**config.mk**
```make
export PLATFORM = sky130hd
export DESIGN_NAME = count_sequence_monitor
export DESIGN_NICKNAME = d
export VERILOG_FILES = /design/src/rtl/monitor_pkg.sv /design/src/rtl/count_debounce.sv /design/src/rtl/count_sequence_monitor.sv
export SDC_FILE = /design/constraint.sdc
export NUM_CORES = 1
export LEC_CHECK = 0
export ABC_AREA = 0
export BUFFER_PORTS_ARGS = -buffer_cell sky130_fd_sc_hd__clkbuf_2
export CORE_UTILIZATION = 45
export CTS_CLUSTER_DIAMETER = 50
export DETAILED_ROUTE_END_ITERATION = 12
export GPL_TIMING_DRIVEN = 0
export PLACE_DENSITY_LB_ADDON = 0.05
export SKIP_CTS_REPAIR_TIMING = 1
export SLEW_MARGIN = 5
export SYNTH_ARGS = -nofsm -noshare
export SYNTH_HDL_FRONTEND = slang
export SYNTH_HIERARCHICAL = 1
export SYNTH_SLANG_ARGS = --single-unit
```
**constraint.sdc**
```tcl
create_clock -name clk -period 2.4 [get_ports clk]
set_input_delay 0.48 -clock clk [delete_from_list [all_inputs] [get_ports clk]]
set_output_delay 0.48 -clock clk [all_outputs]
set_load 0.05 [all_outputs]
```
**src/rtl/monitor_pkg.sv**
```systemverilog
// Shared definitions for count_sequence_monitor: mode encodings, FSM states,
// expected-next-value and legality helpers for the two down-count sequences.
// Optional feature macro used by the monitor: MONITOR_STICKY_FAULT_EN.
package monitor_pkg;

  localparam logic       MODE_BIN_DOWN     = 1'b0;
  localparam logic       MODE_JOHNSON_DOWN = 1'b1;
  localparam logic [7:0] ERR_COUNT_MAX     = 8'd255;

  typedef enum logic [1:0] {
    IDLE    = 2'd0,
    ACQUIRE = 2'd1,
    TRACK   = 2'd2,
    FAULT   = 2'd3
  } state_e;

  // Value the counter should show after one down step from 'value'.
  function automatic logic [3:0] next_down(input logic [3:0] value, input logic mode);
    logic [3:0] nxt;
    if (mode == MODE_JOHNSON_DOWN) begin
      nxt = {~value[0], value[3:1]};
    end else begin
      nxt = value - 4'd1;
    end
    return nxt;
  endfunction

  // Binary accepts every code; Johnson accepts only its 8 ring codes.
  function automatic logic is_legal(input logic [3:0] value, input logic mode);
    logic ok;
    if (mode == MODE_JOHNSON_DOWN) begin
      case (value)
        4'b0000, 4'b1000, 4'b1100, 4'b1110,
        4'b1111, 4'b0111, 4'b0011, 4'b0001: ok = 1'b1;
        default:                            ok = 1'b0;
      endcase
    end else begin
      ok = 1'b1;
    end
    return ok;
  endfunction

endpackage

```
**src/rtl/count_debounce.sv**
```systemverilog
// Input synchronizer plus stability filter for the observed counter bus.
// A value is accepted once STABLE_CYCLES identical synchronized samples have
// been seen and it differs from the last accepted value; step pulses then.
module count_debounce #(
  parameter int SYNC_STAGES   = 2,
  parameter int STABLE_CYCLES = 4
) (
  input  logic       clk,
  input  logic       rst,
  input  logic [3:0] count_in,
  output logic [3:0] value,
  output logic       step
);

  localparam int RUN_W = $clog2(STABLE_CYCLES + 1);
  localparam logic [RUN_W-1:0] RUN_MAX = RUN_W'(STABLE_CYCLES);

  logic [SYNC_STAGES-1:0][3:0] sync_q, sync_d;
  logic [3:0]       sample_s;
  logic [3:0]       cand_q, cand_d;
  logic [RUN_W-1:0] run_q, run_d;
  logic [3:0]       value_q, value_d;
  logic             step_q, step_d;

  assign sample_s = sync_q[SYNC_STAGES-1];
  assign value    = value_q;
  assign step     = step_q;

  // Shift the raw bus through the synchronizer chain.
  always_comb begin
    sync_d    = sync_q;
    sync_d[0] = count_in;
    for (int i = 1; i < SYNC_STAGES; i++) begin
      sync_d[i] = sync_q[i-1];
    end
  end

  // Track the run length of the current candidate and accept settled values.
  always_comb begin
    cand_d  = cand_q;
    run_d   = run_q;
    value_d = value_q;
    step_d  = 1'b0;
    if (sample_s == cand_q) begin
      if (run_q == RUN_MAX) begin
        run_d = run_q;
      end else begin
        run_d = run_q + RUN_W'(1);
      end
    end else begin
      cand_d = sample_s;
      run_d  = RUN_W'(1);
    end
    if ((run_d == RUN_MAX) && (cand_d != value_q)) begin
      value_d = cand_d;
      step_d  = 1'b1;
    end else begin
      step_d  = 1'b0;
    end
  end

  // Filter state registers.
  always_ff @(posedge clk) begin
    if (rst) begin
      sync_q  <= '0;
      cand_q  <= 4'd0;
      run_q   <= RUN_W'(0);
      value_q <= 4'd0;
      step_q  <= 1'b0;
    end else begin
      sync_q  <= sync_d;
      cand_q  <= cand_d;
      run_q   <= run_d;
      value_q <= value_d;
      step_q  <= step_d;
    end
  end

endmodule

```
**src/rtl/count_sequence_monitor.sv**
```systemverilog
// Checks settled counter values against the expected down-count sequence,
// reporting lock, per-step error pulses and a saturating error count.
// Define MONITOR_STICKY_FAULT_EN to latch the first error in a FAULT state
// that only reset leaves; by default the monitor resynchronizes after errors.
module count_sequence_monitor
  import monitor_pkg::*;
#(
  parameter int SYNC_STAGES   = 2,
  parameter int STABLE_CYCLES = 4,
  parameter int LOCK_STEPS    = 3
) (
  input  logic       clk,
  input  logic       rst,
  input  logic [3:0] count_in,
  input  logic       mode,
  output logic       step,
  output logic [3:0] value,
  output logic       locked,
  output logic       err,
  output logic [7:0] err_count
);

  localparam int GOOD_W = $clog2(LOCK_STEPS + 1);
  localparam logic [GOOD_W-1:0] GOOD_LOCK = GOOD_W'(LOCK_STEPS);

  logic              deb_step;
  logic [3:0]        deb_value;
  state_e            state_q, state_d;
  logic              mode_q, mode_d;
  logic [3:0]        base_q, base_d;
  logic [GOOD_W-1:0] good_q, good_d;
  logic              locked_q, locked_d;
  logic              err_q, err_d;
  logic [7:0]        err_count_q, err_count_d;
  logic              mode_chg_s;
  logic              legal_s;
  logic [3:0]        expected_s;
  logic [GOOD_W-1:0] good_inc_s;

  count_debounce #(
    .SYNC_STAGES  (SYNC_STAGES),
    .STABLE_CYCLES(STABLE_CYCLES)
  ) u_debounce (
    .clk     (clk),
    .rst     (rst),
    .count_in(count_in),
    .value   (deb_value),
    .step    (deb_step)
  );

  assign step       = deb_step;
  assign value      = deb_value;
  assign locked     = locked_q;
  assign err        = err_q;
  assign err_count  = err_count_q;

  // Checking always uses the registered mode, so a mode edge is seen for one cycle.
  assign mode_chg_s = (mode != mode_q);
  assign legal_s    = is_legal(deb_value, mode_q);
  assign expected_s = next_down(base_q, mode_q);
  assign good_inc_s = good_q + GOOD_W'(1);

  // Sequence-tracking FSM: next state, lock flag, error pulse and error count.
  always_comb begin
    state_d     = state_q;
    mode_d      = mode;
    base_d      = base_q;
    good_d      = good_q;
    locked_d    = locked_q;
    err_d       = 1'b0;
    err_count_d = err_count_q;

    if (mode_chg_s) begin
      // A mode edge restarts acquisition; any coincident step is not checked.
      state_d  = IDLE;
      good_d   = GOOD_W'(0);
      locked_d = 1'b0;
    end else if (deb_step) begin
      case (state_q)
        IDLE: begin
          if (legal_s) begin
            state_d = ACQUIRE;
            base_d  = deb_value;
            good_d  = GOOD_W'(0);
          end else begin
            err_d   = 1'b1;
          end
        end
        ACQUIRE, TRACK: begin
          if (deb_value == expected_s) begin
            base_d = deb_value;
            if (state_q == ACQUIRE) begin
              good_d = good_inc_s;
              if (good_inc_s == GOOD_LOCK) begin
                state_d  = TRACK;
                locked_d = 1'b1;
              end else begin
                state_d  = ACQUIRE;
              end
            end else begin
              good_d = good_q;
            end
          end else begin
            err_d    = 1'b1;
            locked_d = 1'b0;
            good_d   = GOOD_W'(0);
            if (legal_s) begin
              base_d  = deb_value;
              state_d = ACQUIRE;
            end else begin
              state_d = IDLE;
            end
          end
        end
        default: begin
          state_d  = IDLE;
          good_d   = GOOD_W'(0);
          locked_d = 1'b0;
        end
      endcase
    end else begin
      state_d = state_q;
    end

`ifdef MONITOR_STICKY_FAULT_EN
    // FAULT swallows all further activity, including mode changes.
    if (state_q == FAULT) begin
      state_d  = FAULT;
      base_d   = base_q;
      good_d   = GOOD_W'(0);
      locked_d = 1'b0;
      err_d    = 1'b0;
    end else if (err_d) begin
      state_d  = FAULT;
      locked_d = 1'b0;
    end else begin
      state_d  = state_d;
    end
`endif

    if (err_d && (err_count_q != ERR_COUNT_MAX)) begin
      err_count_d = err_count_q + 8'd1;
    end else begin
      err_count_d = err_count_q;
    end
  end

  // FSM and output registers.
  always_ff @(posedge clk) begin
    if (rst) begin
      state_q     <= IDLE;
      mode_q      <= 1'b0;
      base_q      <= 4'd0;
      good_q      <= GOOD_W'(0);
      locked_q    <= 1'b0;
      err_q       <= 1'b0;
      err_count_q <= 8'd0;
    end else begin
      state_q     <= state_d;
      mode_q      <= mode_d;
      base_q      <= base_d;
      good_q      <= good_d;
      locked_q    <= locked_d;
      err_q       <= err_d;
      err_count_q <= err_count_d;
    end
  end

endmodule
```
======== After elaboration in Yosys (flattened, before gate mapping) ========
Memory sizes are Yosys's and may differ from the RTL's. A register that Yosys moved wholly into a read port is not among the register bits.
Cells that the tools add are included.
storage, ports and cells
  bits in registers ....................... 39
  memory bits (read-only) ................. 16
  input bits .............................. 7
  output and inout port bits .............. 15
  logic and storage cells ................. 73
  memories ................................ 1
operators by class
  $add $sub $neg .......................... 4
  equal/unequal tests ..................... 13
  mux-type cells .......................... 30
  bitwise operators ....................... 3
  reductions and logical operators ........ 9
memory list
  memory           depth  width  read ports  clocked after memory_dff  write ports  RTL line           text
  (no name shown)  16     1      1           1                         0            monitor_pkg.sv:32  case (value)
operators with widths
  cell                 number
  $mux 4               6
  $mux 2               7
  $mux 1               10
  $add 8x1->8 const B  1
  $eq 4x4->1           2
  $ne 8x8->1 const B   1
  $pmux 2 s2           2
  $pmux 4 s2           1
  $eq 3x3->1 const B   2
  $mux 3               2
  $ne 3x3->1 const B   2
  $reduce_and 3->1     2
  $eq 2x2->1 const B   2
  $ne 4x4->1           1
  $pmux 1 s2           2
  $reduce_and 4->1     1
  $reduce_or 2->1      2
  $sub 4x1->4 const B  1
  $add 3x1->3 const B  1
  $not 1->1            3
  $add 2x1->2 const B  1
  $eq 2x1->1 const B   1
  $logic_and 1x1->1    2
  $logic_not 2->1      1
  3 further kinds      3

======== Longest topological paths before layout ========
Gate-level depths: netlist of run 1.
  word-level depth ........................ 8
  mapped depth ............................ 9
  gate-level depth less buffers ........... 9

======== Modules after synthesis ========
Netlist of run 1, hierarchy kept.
by module, submodules not included
  module                  times used  cells an instance  area each (um2)  seq. area each (um2)
  count_sequence_monitor  1           139                1,192.4          380.4
  count_debounce          1           68                 770.7            400.4

======== Worst setup path after synthesis of run 1 ========
OpenSTA, ideal clock, no wires.
  path kind ............................... register to register
  start point ............................. reg u_debounce.value_q[1] (netlist: u_debounce/value[1])
  end point ............................... reg err_count_q[4] (netlist: err_count[4])
  data arrival time ....................... 2,318 ps
  data required time ...................... 2,279 ps
  path slack .............................. -40 ps
  stages on the path, launching flop included .. 8
  buffers on the path ..................... 0
  path through ............................ dfxtp_1 -> nor2_1 -> o21ai_0 -> o2111ai_1 -> a21o_1 -> a21oi_2 -> and4_4 -> mux2_4
between the ends
  longest elaborated chain between the ends .. 6
RTL lines
  element                   RTL line                       text
  start: declaration        count_debounce.sv:22           logic [3:0] value_q, value_d;
  start signal: assignment  count_debounce.sv:74           value_q <= value_d;
  $eq 4x4->1                count_sequence_monitor.sv:90   if (deb_value == expected_s) begin
  $mux 1                    count_sequence_monitor.sv:90
  $pmux 1 s2                count_sequence_monitor.sv:79   case (state_q)
  $mux 1                    count_sequence_monitor.sv:78   end else if (deb_step) begin
  $mux 1                    count_sequence_monitor.sv:73   if (mode_chg_s) begin
  $logic_and 1x1->1         count_sequence_monitor.sv:141  if (err_d && (err_count_q != ERR_COUNT_MAX)) begin
  end signal: assignment    count_sequence_monitor.sv:165  err_count_q <= err_count_d;
  end: declaration          count_sequence_monitor.sv:34   logic [7:0] err_count_q, err_count_d;
No other way between the ends.
A chain may end at the register's enable or synchronous reset.

======== Worst setup path in the final report of run 1 ========
  start point ............................. reg base_q[0]
  end point ............................... reg err_count_q[4] (netlist: err_count[4])
between the ends
  longest elaborated chain between the ends .. 8
  elaborated cells on any way between the ends .. 9
  those cells by class .................... add/sub (1); eq/ne (1); mux (5); bitwise (1); reduce/logical (1)
RTL lines
  element                                          RTL line                              text
  start: declaration                               count_sequence_monitor.sv:30          logic [3:0] base_q, base_d;
  start signal: assignment                         count_sequence_monitor.sv:161         base_q <= base_d;
  $sub 4x1->4 / $not 1->1 (equally long branches)  monitor_pkg.sv:23, monitor_pkg.sv:21
  $mux 4 (*)                                       monitor_pkg.sv:20                     if (mode == MODE_JOHNSON_DOWN) begin
  $eq 4x4->1 (*)                                   count_sequence_monitor.sv:90
  $mux 1 (*)                                       count_sequence_monitor.sv:90
  $pmux 1 s2 (*)                                   count_sequence_monitor.sv:79
  $mux 1 (*)                                       count_sequence_monitor.sv:78
  $mux 1 (*)                                       count_sequence_monitor.sv:73
  $logic_and 1x1->1 (*)                            count_sequence_monitor.sv:141
Every way passes the cells marked *; elsewhere a longest branch is shown, timed or not.

==> results of run 1 <==
-- sequential cells by signal, summed over array words and instances (netlist names) --
name                 cells
u_debounce/step          1
mode_q                   1
u_debounce/sync_d        4
state_q                  2
u_debounce/value         4
u_debounce/run_q         3
good_q                   2
err_count                8
u_debounce/cand_q        4
base_q                   4
u_debounce/sample_s      4
err                      1
locked                   1
-- power by group --
group	total (W)	switching, W	internal [W]
Clock	0.000529	0.000226	0.000304
Combinational	0.0000778	0.0000460	0.0000318
Sequential	0.000667	0.00000857	0.000658
Total	0.00127	0.000280	0.000994
-- layout by cell type, fill, tap and decap left out, types with 3 or more instances in the layout --
master     n
a21oi_1    4
buf_4      7
clkbuf_1   4
clkbuf_2  21
clkbuf_8   5
dfxtp_1   35
dfxtp_2    3
ha_1       7
inv_1     13
mux2_1     4
mux2i_1    6
nand2_1   14
nand3_1    4
nand4_1    4
nor2_1    17
nor2b_1   23
nor3_1     3
o21ai_0    6
xnor2_1    6
xor2_1     6
-- layer usage --
metal	routed length (microns)	vias to the layer above	track usage
li1	-	779	-
met1	1839	724	0.2203
met2	1961	24	0.3248
met3	100	6	0.05167
met4	55	0	0.07292
met5	0	-	0
-- per-stage QoR --
| stage | power, W | worst slack [ns] | instance area [sq um] | setup TNS [ns] | util |
|---|---|---|---|---|---|
| 3_5_place_dp | 0.0007591 | -0.1502 | 2133 | -0.3637 | 0.5220 |
| 5_1_grt | 0.001331 | -0.01673 | 2331 | -0.01717 | 0.5704 |
| 3_3_place_gp | 0.0007548 | -0.1080 | 2133 | -0.1153 | 0.5220 |
| 4_1_cts | 0.001290 | -0.1668 | 2240 | -0.5958 | 0.5481 |
| 2_1_floorplan | 0.0007380 | 0.007844 | 1966 | 0 | - |
| 6_report | 0.001274 | 0.07910 | 2331 | 0 | 0.5704 |
-- logic make-up after synthesis --
| kind of cell | after synthesis | share of synthesized area |
|---|---|---|
| AND/OR/NAND/NOR | 83 | 0.2416 |
| flip-flops | 39 | 0.3977 |
| AO/OA/AOI/OAI | 30 | 0.1243 |
| buffers and inverters | 19 | 0.03696 |
| XOR/XNOR | 14 | 0.07011 |
| multiplexers | 14 | 0.07839 |
| adder cells (fa/ha/maj) | 8 | 0.05099 |
-- worst max path at each step --
stage,startpoint,slack [ns],end,cells past startpoint
after global placement,base_q[0],-0.11,err_count[4],9
after detailed placement,base_q[0],-0.15,err_count[4],9
after global routing,base_q[0],-0.02,err_count[4],9
after CTS,base_q[0],-0.17,err_count[4],9
after floorplan,u_debounce/value[0],0.008,err_count[4],7
final,base_q[0],0.08,err_count[4],7
-- final cells by class --
| cell class | instances | area (sq um) |
|---|---|---|
| clock inverters | 2 | 37.54 |
| plain buffers | 6 | 26.28 |
| clock buffers | 5 | 68.82 |
| repair buffers | 27 | 150.1 |
| multi-input cells | 149 | 1149 |
| inverters | 13 | 48.80 |
| fillers | 373 | 1755 |
| well taps | 50 | 62.56 |
| flip-flops and latches | 39 | 788.3 |
-- worst max-delay path, cell delays in order, from the launching register on --
cell      delay, ns
dfxtp_2        0.34
buf_4          0.13
o311a_1        0.34
or3_4          0.37
a211oi_4       0.40
a21oi_4        0.12
and4_4         0.23
mux2_4         0.28
==> impl_results.md, run 1 <==
* CORE AREA at between 0.004 and 0.005 sq mm
* Pleak at 0.9534 nW
* Hpwl dp at roughly 2.9 mm
* F_max at between 400 and 500 MHz
* Cell Count, Final, Fillers Out at between 200 and 300
* HP Class: input port to register
* Hold_ws at about 0.4 ns
* Worst setup SP type: register
* Skew-Pair Late Insertion Delay at a little under 0.3 ns
* Worst r2r path cells at 7
* Final Hold Fails at 0
* Drt drc at 0
* Max-slew headroom at 0.5837
* Most frequent cell after synthesis: dfxtp_1
* Top-Level Pins at 22
* Ant. Diodes at 0
* Final ANT Viol Nets at 0
* Register area share after synthesis at 0.3977
* Worst Tran Pin Value at slightly above 0.6 ns
* Ys async rst share at 0
* Routed WL at just under 4 mm
* Total iterations of the first detailed-routing run at 4
* Top cells by area, synth: dfxtp_1, nor2b_1, ha_1
* GP Congestion at between 0.7 and 0.8
* Global-route wire length before repair at 6.341 mm
* Worst Min Path Start: count_in[1]
* Syn_area_per_cell at around 9.5 sq um
* Full die area at 0.004631 sq mm
* Die width at about 68 microns
* CP Data Required Time at around 2.6 ns
* All-layer global routing usage at 0.1887
* CTS tree: yes
* Layout cell share with drive strength beyond 1 at 0.2573
* FF+latch count, synth at 39
* Critical path class: register to register
* Total placed cells including tap cells at 278
* Status: completed
* Synth unique cells at roughly 50
* Top cell type by total area after synthesis: dfxtp_1
* Hold endpoint: u_debounce/sync_d[5]
* Slew Limit Fails at 0
* Total of max-cap violations at 0
* Port bufs at 21
* CP Max Fanout at 5
* CP endpoint kind: register
* Cell depth of the worst hold path at 2
* Pwr/cell area at around 550 mW/mm^2
* Mapped Cells at between 200 and 250
* Period utilization at 0.9670
* DR iter-0 viols at just under 70
* Worst-case clock skew at ~0.0042 ns
* Final net count at between 200 and 300
* Longest Clk Path Bufs at 2
* Row cnt at 23
* Number of flops mapped to enable cells by yosys at 0
* CTS buffer count at 5
* Setup violators final at 0
* Clk sinks at 39
* Top cells by count, synth: dfxtp_1, nor2b_1, nor2_1
* DIE HEIGHT at 68.05 microns
* GR Overflow Total at 0
* Peak VDD IR at between 0.0003 and 0.0004 V
* R2R setup slack at 0.08 ns
* Area growth syn-to-layout at 18.74%
* Net count after synthesis at 222
* Clock-pin slew on the worst setup and hold paths at ~0.070 ns
* Reg-to-Reg Start: base_q[0]
* Vias at ~1,500
* Post-synth top area share at 0.3977
* Clk root buf: clkbuf_8
* Min Clock Period, post-route at around 2.3 ns
* Largest net degree at the start of global routing at 13
* R2R Path End: err_count[4]
* Mapped cell area at 0.001963 sq mm
* Initial antenna violation count at 0
* CP arrival at approximately 2.5 ns
* Via density at 5.268
* Main synth FF type: dfxtp_1
* CTS H-tree lvls at 2
* Routed len/inst at 13.59 microns
* Initial Utilization at 0.4804
* Vias in the first global route at ~1,400
* YS warnings at 6
Power figures use the tool's default switching activity.
==> run 2: changes to the inputs <==
==> constraint.sdc (replaced) <==
create_clock -name clk -period 2.2 [get_ports clk]
set_input_delay 0.44 -clock clk [delete_from_list [all_inputs] [get_ports clk]]
set_output_delay 0.44 -clock clk [all_outputs]
set_load 0.05 [all_outputs]
==> impl_results.md, run 2 (same netlist as run 1, synthesis figures left out) <==
* Status: complete, but fails checks
* Final setup margin at -0.2487 ns (-0.3278 ns)
* Longest Clk Path Bufs at 2 (unchanged)
* Clk sinks at 39 (unchanged)
* Slew Limit Fails at 0 (unchanged)
* Most common cell after layout, fill and taps aside: dfxtp_1
* Failing checks: setup timing
* Critical path's slowest cell: dfxtp_4
* Port bufs at 21 (unchanged)
* Routed WL at 4.160 mm (+5.2%)
* Overall power at 0.001411 W (+11%)
* Drt drc at 0 (unchanged)
* Routed len/inst at 13.96 microns (+2.7%)
* Critical path class: register to register
* Final ANT Viol Nets at 0 (unchanged)
* CP endpoint kind: register
* CTS tree: yes
* GP Congestion at 0.7943 (-0.53%)
* Crit-path cells: inv_4 > ha_4 > nor2b_4 > or3_1 > nand4b_1 > a211oi_4 > buf_4 > a21oi_4 > and4_4 > mux2_4
* Finished Cell Area at 0.002441 sq mm (+4.7%)
* Max-slew headroom at 0.5749 (-0.008842)
* Peak VDD IR at 0.0003712 V (-5.4%)
* CP arrival at 2.64 ns (+0.14 ns)
* Skew-Pair Late Insertion Delay at 0.30 ns (about the same)
* Min Clock Period, post-route at 2.449 ns (+0.1278 ns)
* Commonest non-fill, non-tap cells in the layout: dfxtp_1, nor2b_1, clkbuf_2, nor2_1, nand2_1
* GR Overflow Total at 0 (unchanged)
* DR iter-0 viols at 75 (+10%)
* Die width at 68.05 microns (unchanged)
* Layout cell share with drive strength beyond 1 at 0.3347 (+0.07742)
* Global-route wire length before repair at 6.534 mm (+3.0%)
* Vias at 1,583 (+3.3%)
* Hold_ws at 0.3505 ns (-0.04925 ns)
* Total of max-cap violations at 0 (unchanged)
* HP Class: input port to register
* Ant. Diodes at 0 (unchanged)
* Setup TNS at -1.765 ns (-1.765 ns)
* Setup violators final at 14 (+14)
* DIE HEIGHT at 68.05 microns (unchanged)
* Hpwl dp at 2.878 mm (+0.21%)
* Clk root buf: clkbuf_8
* Dpl cell area at 0.002153 sq mm (+0.94%)
* CP Max Fanout at 6 (+1)
* Final net count at 262 (+2.3%)
* Vias in the first global route at 1,401 (-2.2%)
* Fillers at 376 (+0.80%)
* Worst Tran Pin Value at 0.6371 ns (+0.01325 ns)
* Fin util at 0.5974 (+0.02694)
* Total iterations of the first detailed-routing run at 4 (unchanged)
* CP Data Required Time at 2.39 ns (-0.19 ns)
* Area growth syn-to-layout at 24.35%
* F_max at 408.4 MHz (-5.2%)
* Clock-pin slew on the worst setup and hold paths at 0.08 ns (about the same)
* Final Hold Fails at 0 (unchanged)
* Pwr/cell area at 577.9 mW/mm^2 (+5.7%)
* Row cnt at 23 (unchanged)
* Initial antenna violation count at 0 (unchanged)
* RSZ-0062 raised after global routing: yes
* CTS H-tree lvls at 2 (unchanged)
* Worst setup SP type: register
* Worst-case clock skew at 0.004328 ns (+0.0001766 ns)
* All-layer global routing usage at 0.1941 (+0.005409)
* Full die area at 0.004631 sq mm (unchanged)
* CORE AREA at 0.004086 sq mm (unchanged)
* Period utilization at 1.113 (+0.1460)
* Pleak at 0.9978 nW (+4.6%)
* Top-Level Pins at 22 (unchanged)
* Critical path's largest stage delay at 0.38 ns (-0.02 ns)
* Largest net degree at the start of global routing at 14 (+1)
* Max reg flops at 8 (unchanged)
* Initial Utilization at 0.4804 (unchanged)
* Via density at 5.312 (+0.84%)
* CTS buffer count at 5 (unchanged)
[run 2: changes by cell type in the layout (fill, tap and decap cells not counted), sizes merged]
cell,previous run,this run
buf,8,13
clkinv,0,2
clkbuf,30,31
clkinvlp,1,0
[run 2: worst max-delay path, delay by kind of cell, from the launching register on]
kind	cells	cell delay (ns)
adder cells (fa/ha/maj)	1	0.22
AO/OA/AOI/OAI	2	0.29
buffers and inverters	2	0.21
flip-flops	1	0.38
AND/OR/NAND/NOR	4	0.95
multiplexers	1	0.29
[run 2: per-stage QoR]
stage / setup WS [ns] / std cells
5_1_grt: -0.3185 / 298
3_5_place_dp: -0.2088 / 278
3_3_place_gp: -0.1751 / 278
2_1_floorplan: -0.03822 / 207
6_report: -0.2487 / 298
4_1_cts: -0.2312 / 286
[run 2: final timing paths]
check | startpoint | to | slack, ns | cells after the start
setup / recovery | base_q[1] | err_count[4] | -0.25 | 10
hold / removal | count_in[0] | u_debounce/sync_d[4] | 0.35 | 2
hold reg to reg | u_debounce/sync_d[7] | u_debounce/sample_s[3] | 0.44 | 1
setup reg to reg | base_q[1] | err_count[4] | -0.25 | 10
[run 2: layout make-up]
type	count	area (sq um)	area share
multi-input combinational	149	1191	0.4880
clock inverter	3	43.79	0.01794
buffer	6	26.28	0.01076
tap	50	62.56	0.02563
inverter	13	51.30	0.02101
clock buffer	5	68.82	0.02819
sequential	39	798.3	0.3270
timing repair buffer	33	198.9	0.08150
[run 2: routing by layer]
metal | vias up | wire, microns | GRT usage
met4 | 0 | 72 | 0.08594
li1 | 792 | - | -
met2 | 31 | 2041 | 0.3064
met5 | - | 0 | 0
met3 | 5 | 141 | 0.06000
met1 | 755 | 1904 | 0.2409
[run 2: power by group]
group	internal (W)	leakage, nW	switching, W	total, W
Clock	0.000338	0.0581	0.000264	0.000602
Sequential	0.000716	0.323	0.00000860	0.000725
Combinational	0.0000341	0.617	0.0000500	0.0000841
